--- config.mk ---
export PLATFORM = sky130hd
export DESIGN_NAME = addsub_chunked
export DESIGN_NICKNAME = d
export VERILOG_FILES = /design/src/rtl/addsub_chunked.sv
export SDC_FILE = /design/constraint.sdc
export NUM_CORES = 1
export LEC_CHECK = 0
export CELL_PAD_IN_SITES_DETAIL_PLACEMENT = 1
export CELL_PAD_IN_SITES_GLOBAL_PLACEMENT = 1
export CORE_AREA = 5 5 90 92
export CTS_CLUSTER_DIAMETER = 60
export CTS_CLUSTER_SIZE = 8
export DETAILED_ROUTE_END_ITERATION = 8
export DIE_AREA = 0 0 95 97
export GPL_TIMING_DRIVEN = 0
export PLACE_DENSITY_LB_ADDON = 0.1
export SLEW_MARGIN = 20
export SYNTH_ARGS = -nofsm -noshare
export SYNTH_HDL_FRONTEND = slang
export SYNTH_SLANG_ARGS = --single-unit
--- constraint.sdc ---
create_clock -name clk -period 4 [get_ports clk]
set_input_delay 0.8 -clock clk [delete_from_list [all_inputs] [get_ports clk]]
set_output_delay 0.8 -clock clk [all_outputs]
set_load 0.005 [all_outputs]
--- src/rtl/addsub_chunked.sv ---
// Multi-cycle adder/subtractor that processes CHUNK bits per clock through a ripple slice.
// The result register doubles as an accumulator for the ACC+A / ACC-A operations.
module addsub_chunked #(
    parameter int WIDTH = 12,
    parameter int CHUNK = 3
) (
    input  logic             clk,
    input  logic             rst,
    input  logic             start,
    input  logic [1:0]       op,
    input  logic [WIDTH-1:0] a,
    input  logic [WIDTH-1:0] b,
    output logic             busy,
    output logic             done,
    output logic [WIDTH-1:0] result,
    output logic             cout,
    output logic             ovf,
    output logic             zero
);
    localparam int NSLICE = WIDTH / CHUNK;
    localparam int IDXW   = (NSLICE > 1) ? $clog2(NSLICE) : 1;
    localparam logic [IDXW-1:0] LAST_IDX = IDXW'(NSLICE - 1);

    typedef enum logic [1:0] {
        IDLE = 2'd0,
        RUN  = 2'd1,
        DONE = 2'd2
    } state_t;

    state_t           state_q;
    logic [WIDTH-1:0] x_q;
    logic [WIDTH-1:0] y_q;
    logic [WIDTH-1:0] sum_q;
    logic [IDXW-1:0]  idx_q;
    logic             sub_q;
    logic             carry_q;
    logic [WIDTH-1:0] result_q;
    logic             cout_q;
    logic             ovf_q;
    logic             zero_q;
    logic             busy_q;
    logic             done_q;

    logic [CHUNK-1:0] x_sl_d;
    logic [CHUNK-1:0] y_sl_d;
    logic [CHUNK:0]   sl_sum_d;
    logic [WIDTH-1:0] sum_d;
    logic             top_cin_d;

    // One slice of the ripple add; Y is inverted for subtraction, the +1 comes from the seeded carry
    always_comb begin
        x_sl_d    = x_q[int'(idx_q)*CHUNK +: CHUNK];
        y_sl_d    = y_q[int'(idx_q)*CHUNK +: CHUNK] ^ {CHUNK{sub_q}};
        sl_sum_d  = {1'b0, x_sl_d} + {1'b0, y_sl_d} + {{CHUNK{1'b0}}, carry_q};
        sum_d     = sum_q;
        sum_d[int'(idx_q)*CHUNK +: CHUNK] = sl_sum_d[CHUNK-1:0];
        top_cin_d = x_sl_d[CHUNK-1] ^ y_sl_d[CHUNK-1] ^ sl_sum_d[CHUNK-1];
    end

    // Control FSM with all working state and registered outputs
    always_ff @(posedge clk) begin
        if (rst) begin
            state_q  <= IDLE;
            x_q      <= {WIDTH{1'b0}};
            y_q      <= {WIDTH{1'b0}};
            sum_q    <= {WIDTH{1'b0}};
            idx_q    <= {IDXW{1'b0}};
            sub_q    <= 1'b0;
            carry_q  <= 1'b0;
            result_q <= {WIDTH{1'b0}};
            cout_q   <= 1'b0;
            ovf_q    <= 1'b0;
            zero_q   <= 1'b0;
            busy_q   <= 1'b0;
            done_q   <= 1'b0;
        end else begin
            case (state_q)
                IDLE: begin
                    done_q <= 1'b0;
                    if (start) begin
                        x_q     <= op[1] ? result_q : a;
                        y_q     <= op[1] ? a : b;
                        sub_q   <= op[0];
                        carry_q <= op[0];
                        idx_q   <= {IDXW{1'b0}};
                        sum_q   <= {WIDTH{1'b0}};
                        busy_q  <= 1'b1;
                        state_q <= RUN;
                    end else begin
                        busy_q  <= 1'b0;
                    end
                end
                RUN: begin
                    sum_q   <= sum_d;
                    carry_q <= sl_sum_d[CHUNK];
                    if (idx_q == LAST_IDX) begin
                        // Flags are taken from the MSB slice in the same edge that publishes the result
                        result_q <= sum_d;
                        cout_q   <= sl_sum_d[CHUNK];
                        ovf_q    <= top_cin_d ^ sl_sum_d[CHUNK];
                        zero_q   <= (sum_d == {WIDTH{1'b0}});
                        idx_q    <= {IDXW{1'b0}};
                        busy_q   <= 1'b0;
                        done_q   <= 1'b1;
                        state_q  <= DONE;
                    end else begin
                        idx_q    <= idx_q + IDXW'(1);
                    end
                end
                DONE: begin
                    busy_q  <= 1'b0;
                    done_q  <= 1'b0;
                    state_q <= IDLE;
                end
                default: begin
                    busy_q  <= 1'b0;
                    done_q  <= 1'b0;
                    state_q <= IDLE;
                end
            endcase
        end
    end

    assign busy   = busy_q;
    assign done   = done_q;
    assign result = result_q;
    assign cout   = cout_q;
    assign ovf    = ovf_q;
    assign zero   = zero_q;

endmodule

==> impl_results.rst, run 1 <==
.. list-table::
   :header-rows: 1

   * - Metric
     - Value
   * - Core Box Area
     - approximately 7100 um2
   * - Full die area
     - slightly above 9000 um2
   * - Highest ir drop seen on vdd
     - a little over 0.2 mV
   * - Share of the core filled with cells in the final layout
     - 0.5025
   * - Sequential cell fraction of total power
     - 0.487
   * - Height of the die
     - slightly below 100 um
   * - Proportion of power drawn by the clock network
     - 0.336
   * - Post-Route Setup TNS
     - 0 ns
   * - Least-Margin Pin Slew
     - slightly below 0.6 ns
   * - Biggest fanout along the worst timing path
     - 10
   * - # IOs
     - 46
   * - Sequential-to-total area share from yosys stat
     - 0.4103
   * - Critical path, cell by cell
     - buf_6 -> mux4_1 -> xnor2_1 -> fa_1 -> fa_1 -> xnor2_1 -> a31oi_1 -> nand4_1 -> o31ai_1
   * - Kind of start point of the critical path
     - flop
   * - Largest net degree at the start of global routing
     - 11
   * - Diode count
     - 0
   * - CTS Root Cell
     - sky130_fd_sc_hd__clkbuf_8
   * - Tightest hold margin
     - about 0.46 ns
   * - First-pass GRT wire length
     - 13480 um
   * - Cell with the largest stage delay on the worst path
     - sky130_fd_sc_hd__mux4_1
   * - Wirelength per Cell
     - roughly 19 um
   * - Max_slew headroom
     - 0.6023
   * - Most frequently used cell type in the post-synthesis netlist
     - sky130_fd_sc_hd__dfxtp_1
   * - CTS tree
     - built
   * - Synthesis-stage register bit count
     - 59
   * - Post-CTS resize count
     - 0
   * - Highest clock rate
     - 0.2778 GHz
   * - Starting DRT DRC Count
     - 127
   * - Design Power
     - roughly 1.3 mW
   * - Clock latency on the worst-skew pair
     - between 0.3 and 0.4 ns
   * - Number of enable-type register cells in the synthesized netlist
     - 0
   * - Mean area per synthesized cell
     - roughly 10 um2
   * - Share of final-layout standard cells stronger than drive strength 1
     - 0.07514
   * - First-pass DRT Iterations
     - 4
   * - Distinct cell type count after synthesis
     - 42
   * - Max-slew violations
     - 0
   * - PnR worst setup slack
     - around 0.4 ns
   * - Net count after synthesis
     - 327
   * - Setup repair after global routing missed its margin
     - false
   * - Worst EP arrival
     - 3.84 ns
   * - Switching part of the total power
     - 0.2777
   * - Cell area reported after detailed placement
     - ~3400 um2
   * - Vias in the first global route
     - 2589
   * - Die extent in x
     - 95 um
   * - Post-CTS Hold Buffers
     - 0
   * - Number of levels the H-tree was split into
     - 3
   * - GR Overflow Total
     - 0
   * - P_leak
     - 1.330 nW
   * - DP Cell Count
     - 431
   * - Power density cells
     - between 300 and 400 nW/um2
   * - Worst stage delay on the critical path
     - 0.62 ns
   * - Worst-case clock buffer depth
     - 2
   * - IO Port Bufs
     - between 40 and 50
   * - Reported max-cap violation count
     - 0
   * - Top post-synthesis cells by area
     - sky130_fd_sc_hd__dfxtp_1 (41%), sky130_fd_sc_hd__mux2i_1 (9.4%), sky130_fd_sc_hd__a211oi_1 (9.1%)
   * - Cell area after synthesis
     - 2879 um2
   * - Final design instance area without fill
     - 3586 um2
   * - Global Route Usage Sum
     - 0.1895
   * - Non-Filler Instances
     - roughly 450
   * - Total clock buffers created by CTS
     - 9
   * - Part of the cycle the worst path needs
     - 0.8999
   * - CP required
     - 4.24 ns
   * - Synth warn
     - 0
   * - Number of antenna violations at the first check in global routing
     - 0
   * - Switching power
     - approximately 0.36 mW
   * - Post-DP HPWL
     - around 6400 um
   * - Remaining antenna violation count
     - 0
   * - Main synth FF type
     - sky130_fd_sc_hd__dfxtp_1
   * - Fill cell count
     - ~830
   * - Area of the multi-input gates
     - between 1500 and 2000 um2
   * - Final critical-path required period
     - around 3.6 ns
   * - Sink Count
     - between 50 and 60
   * - Endpoint class of the critical path
     - flop
   * - GP Congestion
     - approximately 0.8
   * - Worst setup path category
     - flop to flop
   * - Comb power frac
     - 0.176
   * - Detailed-route wire length
     - between 8000 and 9000 um
   * - Area taken by flip-flops and latches
     - approximately 1200 um2
   * - Final Hold Violating Endpoints
     - 0
   * - Cell taking the most area after synthesis
     - sky130_fd_sc_hd__dfxtp_1
   * - Total Nets Final
     - roughly 380
   * - Detailed-route DRC error count
     - 0
   * - Endpoints failing setup
     - 0
   * - CTS clk-pin slew, worst paths
     - 0.06 ns
   * - Fraction of registers with async set/reset
     - 0
   * - Synth Instances
     - between 200 and 300
   * - Worst min-delay path class
     - flop to flop
   * - Most numerous cell types in the synthesized netlist
     - sky130_fd_sc_hd__dfxtp_1 (59), sky130_fd_sc_hd__nor2_1 (45), sky130_fd_sc_hd__a211oi_1 (35)
   * - Number of rows in the core area
     - 31
   * - Total vias in the final route
     - between 2000 and 2500
   * - Worst Clk Skew
     - 0.004630 ns
   * - Yosys top cell area share
     - 0.4103
   * - Setup Fix Bufs, Post-CTS
     - 0
   * - Layout area overhead
     - 24.55%
   * - Via/cell ratio
     - around 5.5
   * - Result of the run
     - finished clean
   * - Cell internal power dissipation
     - between 0.9 and 1 mW
   * - Initial core utilization
     - 0.4034
   * - Post-placement setup slack
     - 0.3476 ns
-- cell usage in the layout (no fill, tap or decap), drive strengths merged, types with 2 or more instances in the layout --
master and n:
dfxtp 59, a22o 2, a31oi 8, a211oi 35
nor3b 5, nor2 45, clkbuf 21, xor2 2
nor4bb 2, nand4 3, o21ai 6, mux2i 27
xnor2 2, nor2b 11, nor3 2, a311oi 2
fa 2, o21a 2, inv 11, buf 13
clkdlybuf4s50 44, ha 8, nand2b 2, mux4 6
o2bb2ai 11, a21oi 2
-- layer usage --
metal | vias up | global-route usage | share of wire
li1 | 1180 | - | -
met1 | 1199 | 0.2577 | 0.49
met2 | 48 | 0.3048 | 0.47
met3 | 9 | 0.02793 | 0.029
met4 | 0 | 0.06215 | 0.010
met5 | - | 0 | 0
-- power groups by stage --
stage / Combinational (mW) / Clock [mW] / Sequential [mW]
after detailed placement: 0.228 / 0 / 0.643
after global placement: 0.223 / 0 / 0.642
final: 0.228 / 0.435 / 0.630
after CTS: 0.229 / 0.443 / 0.630
after global routing: 0.251 / 0.469 / 0.633
after floorplan: 0.145 / 0 / 0.637
-- registers in the layout (all words and copies together), names as in the netlist --
signal	cells
busy	1
carry_q	1
cout	1
done	1
idx_q	2
ovf	1
result	12
state_q	2
sub_q	1
sum_q	12
x_q	12
y_q	12
zero	1
-- worst paths after layout --
kind | end | cells past startpoint | from | slack, ns
worst max-delay path | zero | 9 | idx_q[0] | 0.40
worst min-delay path | sum_q[2] | 1 | sum_q[2] | 0.46
worst max register to register | zero | 9 | idx_q[0] | 0.40
worst min register to register | sum_q[2] | 1 | sum_q[2] | 0.46
-- worst max-delay path, delay by kind of cell, from the launching register on --
kind,cells,cell delay [ns]
buffers and inverters,1,0.24
DFF,1,0.60
adders and majority gates,2,0.87
xor gates and xnor gates,2,0.40
AOI/OAI and AO/OA,2,0.65
and+or+nand+nor,1,0.14
muxes,1,0.62
-- layout make-up --
| cell class | count | area share |
|---|---|---|
| Tap cell | 99 | 0.03454 |
| Clock buffer | 14 | 0.03978 |
| Buffer | 20 | 0.03140 |
| Inverter | 11 | 0.01151 |
| Timing Repair Buffer | 44 | 0.1228 |
| Sequential cell | 59 | 0.3294 |
| Multi-Input combinational cell | 198 | 0.4306 |
-- kinds of logic after synthesis --
kind of cell    synth area share
compound gates            0.1886
xor+xnor                 0.01217
fa+ha+maj                0.04868
buf+inv                  0.05346
flops                     0.4103
mux                       0.1473
simple gates              0.1395
Power figures use the tool's default switching activity.
==> inputs of run 2 (changes only) <==
--- a/config.mk
+++ b/config.mk
@@ -14,7 +14,6 @@
 export DIE_AREA = 0 0 95 97
 export GPL_TIMING_DRIVEN = 0
 export PLACE_DENSITY_LB_ADDON = 0.1
-export SLEW_MARGIN = 20
 export SYNTH_ARGS = -nofsm -noshare
 export SYNTH_HDL_FRONTEND = slang
 export SYNTH_SLANG_ARGS = --single-unit
==> results of run 2 <==
Same layout as run 1: the final DEF is identical, and so are final timing and power.
==> inputs of run 3 (changes only) <==
--- a/config.mk
+++ b/config.mk
@@ -5,15 +5,17 @@
 export SDC_FILE = /design/constraint.sdc
 export NUM_CORES = 1
 export LEC_CHECK = 0
+export ABC_AREA = 1
 export CELL_PAD_IN_SITES_DETAIL_PLACEMENT = 1
 export CELL_PAD_IN_SITES_GLOBAL_PLACEMENT = 1
-export CORE_AREA = 5 5 90 92
+export CORE_AREA = 5 5 94 96
 export CTS_CLUSTER_DIAMETER = 60
 export CTS_CLUSTER_SIZE = 8
 export DETAILED_ROUTE_END_ITERATION = 8
-export DIE_AREA = 0 0 95 97
+export DIE_AREA = 0 0 99 101
 export GPL_TIMING_DRIVEN = 0
 export PLACE_DENSITY_LB_ADDON = 0.1
+export SETUP_SLACK_MARGIN = 0.02
 export SYNTH_ARGS = -nofsm -noshare
 export SYNTH_HDL_FRONTEND = slang
 export SYNTH_SLANG_ARGS = --single-unit
==> run 3 against run 2 <==
Worst hold slack better by 0.016 ns. Count of clock-buffer cells in the layout fell by 2. Highest routed layer unchanged. Via count rose by 26%. Critical endpoint unchanged.
==> impl_results.rst, run 3 <==
.. list-table::
   :header-rows: 1

   * - Metric
     - Value
   * - Result of the run
     - finished clean
   * - Reg2reg setup slack
     - 0.76 ns
   * - Wirelength per Cell
     - 17.14 um
   * - Diode count
     - 0
   * - Post-Route Setup TNS
     - 0 ns
   * - Full die area
     - approximately 10000 um2
   * - Worst Hold Depth
     - 2
   * - Remaining antenna violation count
     - 0
   * - GP Congestion
     - about 0.85
   * - Height of the die
     - roughly 100 um
   * - Post-DP HPWL
     - 7550 um
   * - Most numerous cell types in the synthesized netlist
     - sky130_fd_sc_hd__dfxtp_1 (59), sky130_fd_sc_hd__nor2_1 (58), sky130_fd_sc_hd__a21oi_1 (56)
   * - Most used cells in the layout excluding fill and tap cells
     - sky130_fd_sc_hd__dfxtp_1 (59), sky130_fd_sc_hd__nor2_1 (58), sky130_fd_sc_hd__a21oi_1 (56)
   * - Max Used Layer
     - met4
   * - CP required
     - roughly 4.3 ns
   * - Synth warn
     - 0
   * - Part of the cycle the worst path needs
     - 0.8102
   * - Core Box Area
     - ~8000 um2
   * - Via/cell ratio
     - approximately 5.2
   * - Die extent in x
     - slightly below 100 um
   * - Global Route Usage Sum
     - 0.2122
   * - Most frequent standard cell in the layout excluding fill and tap cells
     - sky130_fd_sc_hd__dfxtp_1
   * - Met2 wire len
     - between 4000 and 5000 um
   * - Final critical-path required period
     - roughly 3.2 ns
   * - Highest ir drop seen on vdd
     - about 0.17 mV
   * - Worst min-delay path class
     - flop to flop
   * - Post-CTS Hold Buffers
     - 0
   * - Total Nets Final
     - just over 500
   * - # IOs
     - 46
   * - Sequential-to-total area share from yosys stat
     - 0.3925
   * - Worst-case clock buffer depth
     - 2
   * - Max_slew headroom
     - 0.6217
   * - Clock latency on the worst-skew pair
     - between 0.3 and 0.4 ns
   * - IO Port Bufs
     - 44
   * - Synthesis-stage register bit count
     - between 50 and 60
   * - CTS Root Cell
     - sky130_fd_sc_hd__clkbuf_8
   * - Fill cell count
     - ~1000
   * - Total clock buffers created by CTS
     - 9
   * - GR Overflow Total
     - 0
   * - Number of antenna violations at the first check in global routing
     - 0
   * - Area of the multi-input gates
     - 1484 um2
   * - Total routed wire length on the met1 layer
     - between 4000 and 5000 um
   * - Starting DRT DRC Count
     - between 70 and 80
   * - Biggest fanout along the worst timing path
     - 10
   * - Final design instance area without fill
     - between 3000 and 4000 um2
   * - Fraction of registers with async set/reset
     - 0
   * - Detailed-route wire length
     - about 10000 um
   * - Total vias in the final route
     - just over 3000
   * - Post-CTS resize count
     - 0
   * - First-pass GRT wire length
     - ~17000 um
   * - Worst setup path category
     - flop to flop
   * - Detailed-route DRC error count
     - 0
   * - Setup Fix Bufs, Post-CTS
     - 0
   * - Layout area overhead
     - 26.57%
   * - Vias in the first global route
     - about 3200
   * - Worst reg2reg startpoint
     - idx_q[0]
   * - Main synth FF type
     - sky130_fd_sc_hd__dfxtp_1
   * - Number of enable-type register cells in the synthesized netlist
     - 0
   * - Endpoints failing setup
     - 0
   * - DP Cell Count
     - 571
   * - Number of rows in the core area
     - 33
   * - Hold Path Origin
     - zero
   * - CTS clk-pin slew, worst paths
     - about 0.070 ns
   * - CTS tree
     - built
   * - Mean area per synthesized cell
     - 7.131 um2
   * - Worst EP arrival
     - roughly 3.5 ns
   * - Cell area reported after detailed placement
     - between 3000 and 4000 um2
   * - Worst Clk Skew
     - approximately 0.0081 ns
   * - Share of final-layout standard cells stronger than drive strength 1
     - 0.09544
   * - Final Hold Violating Endpoints
     - 0
   * - Power density cells
     - a little over 400 nW/um2
   * - Least-Margin Pin Slew
     - 0.5674 ns
   * - Sink Count
     - slightly below 60
   * - Launch point of the critical path
     - idx_q[0]
   * - Kind of start point of the critical path
     - flop
   * - Setup repair after global routing missed its margin
     - false
   * - Cell area after synthesis
     - 3009 um2
   * - Reported max-cap violation count
     - 0
   * - Initial core utilization
     - 0.3776
   * - Number of cells on the worst reg-to-reg path
     - 15
   * - Synth Instances
     - around 420
   * - Non-Filler Instances
     - ~590
   * - First-pass DRT Iterations
     - 4
   * - Highest clock rate
     - between 0.3 and 0.4 GHz
   * - Most frequently used cell type in the post-synthesis netlist
     - sky130_fd_sc_hd__dfxtp_1
   * - Largest net degree at the start of global routing
     - 13
   * - Yosys top cell area share
     - 0.3925
   * - Distinct cell type count after synthesis
     - 35
   * - Endpoint class of the critical path
     - flop
   * - Routed met3 length
     - a little under 500 um
   * - Net count after synthesis
     - between 400 and 500
   * - Number of levels the H-tree was split into
     - 3
   * - Max-slew violations
     - 0
   * - Share of the core filled with cells in the final layout
     - 0.4779
   * - Top post-synthesis cells by area
     - sky130_fd_sc_hd__dfxtp_1 (39%), sky130_fd_sc_hd__a21oi_1 (9.3%), sky130_fd_sc_hd__nor2_1 (7.2%)
   * - P_leak
     - ~1.7 nW
   * - Area taken by flip-flops and latches
     - 1181 um2
   * - Cell taking the most area after synthesis
     - sky130_fd_sc_hd__dfxtp_1
## run 3: final cells by class
class | count | share of cell area
Sequential cell | 59 | 0.3101
Tap cell | 105 | 0.03449
Timing Repair Buffer | 44 | 0.1156
Multi-Input combinational cell | 278 | 0.3896
Inverter | 62 | 0.06110
Clock inverter | 4 | 0.01905
Buffer | 23 | 0.02924
Clock buffer | 12 | 0.04074
## run 3: final timing paths
kind | to
worst min register to register | zero
worst max-delay path | zero
worst max register to register | zero
worst min-delay path | zero
## run 3: per-layer routing
layer | global-route usage | vias up
met5 | 0 | -
met4 | 0.07038 | 0
met3 | 0.03945 | 15
met2 | 0.3388 | 77
met1 | 0.2888 | 1475
li1 | - | 1499
## run 3: where the power goes
group          total, mW  switching [mW]  internal, mW
Combinational      0.312           0.196         0.116
Sequential         0.634          0.0178         0.616
Clock              0.629           0.245         0.384
## run 3: cells by family (layout without fill, tap and decap cells)
family	Yosys count	after routing	synth area share
buffers and inverters	85	145	0.1143
adders and majority gates	10	10	0.04657
AOI/OAI and AO/OA	135	135	0.2570
and+or+nand+nor	129	129	0.1780
xor gates and xnor gates	4	4	0.01164
DFF	59	59	0.3925
## run 3: through the flow
stage / setup slack [ns] / total power [mW] / hold slack (ns)
after floorplan: 1.384 / 0.8396 / 0.4423
after global placement: 0.8051 / 0.9476 / 0.4499
after detailed placement: 0.7806 / 0.9541 / 0.4646
after CTS: 0.7329 / 1.587 / 0.4760
after global routing: 0.4616 / 1.654 / 0.4948
final: 0.7590 / 1.575 / 0.4719
## run 3: critical path, cell delays in order (launching register included)
cell,delay [ns]
sky130_fd_sc_hd__dfxtp_1,0.41
sky130_fd_sc_hd__buf_6,0.18
sky130_fd_sc_hd__buf_2,0.25
sky130_fd_sc_hd__o21ai_0,0.13
sky130_fd_sc_hd__o22ai_1,0.25
sky130_fd_sc_hd__xor2_1,0.12
sky130_fd_sc_hd__fa_1,0.42
sky130_fd_sc_hd__fa_1,0.59
sky130_fd_sc_hd__nor2_1,0.09
sky130_fd_sc_hd__nand3_1,0.10
sky130_fd_sc_hd__nand2_1,0.10
sky130_fd_sc_hd__nor2_1,0.10
sky130_fd_sc_hd__nand2_1,0.07
sky130_fd_sc_hd__nor2_1,0.11
sky130_fd_sc_hd__nand3_1,0.12
sky130_fd_sc_hd__a21oi_1,0.14
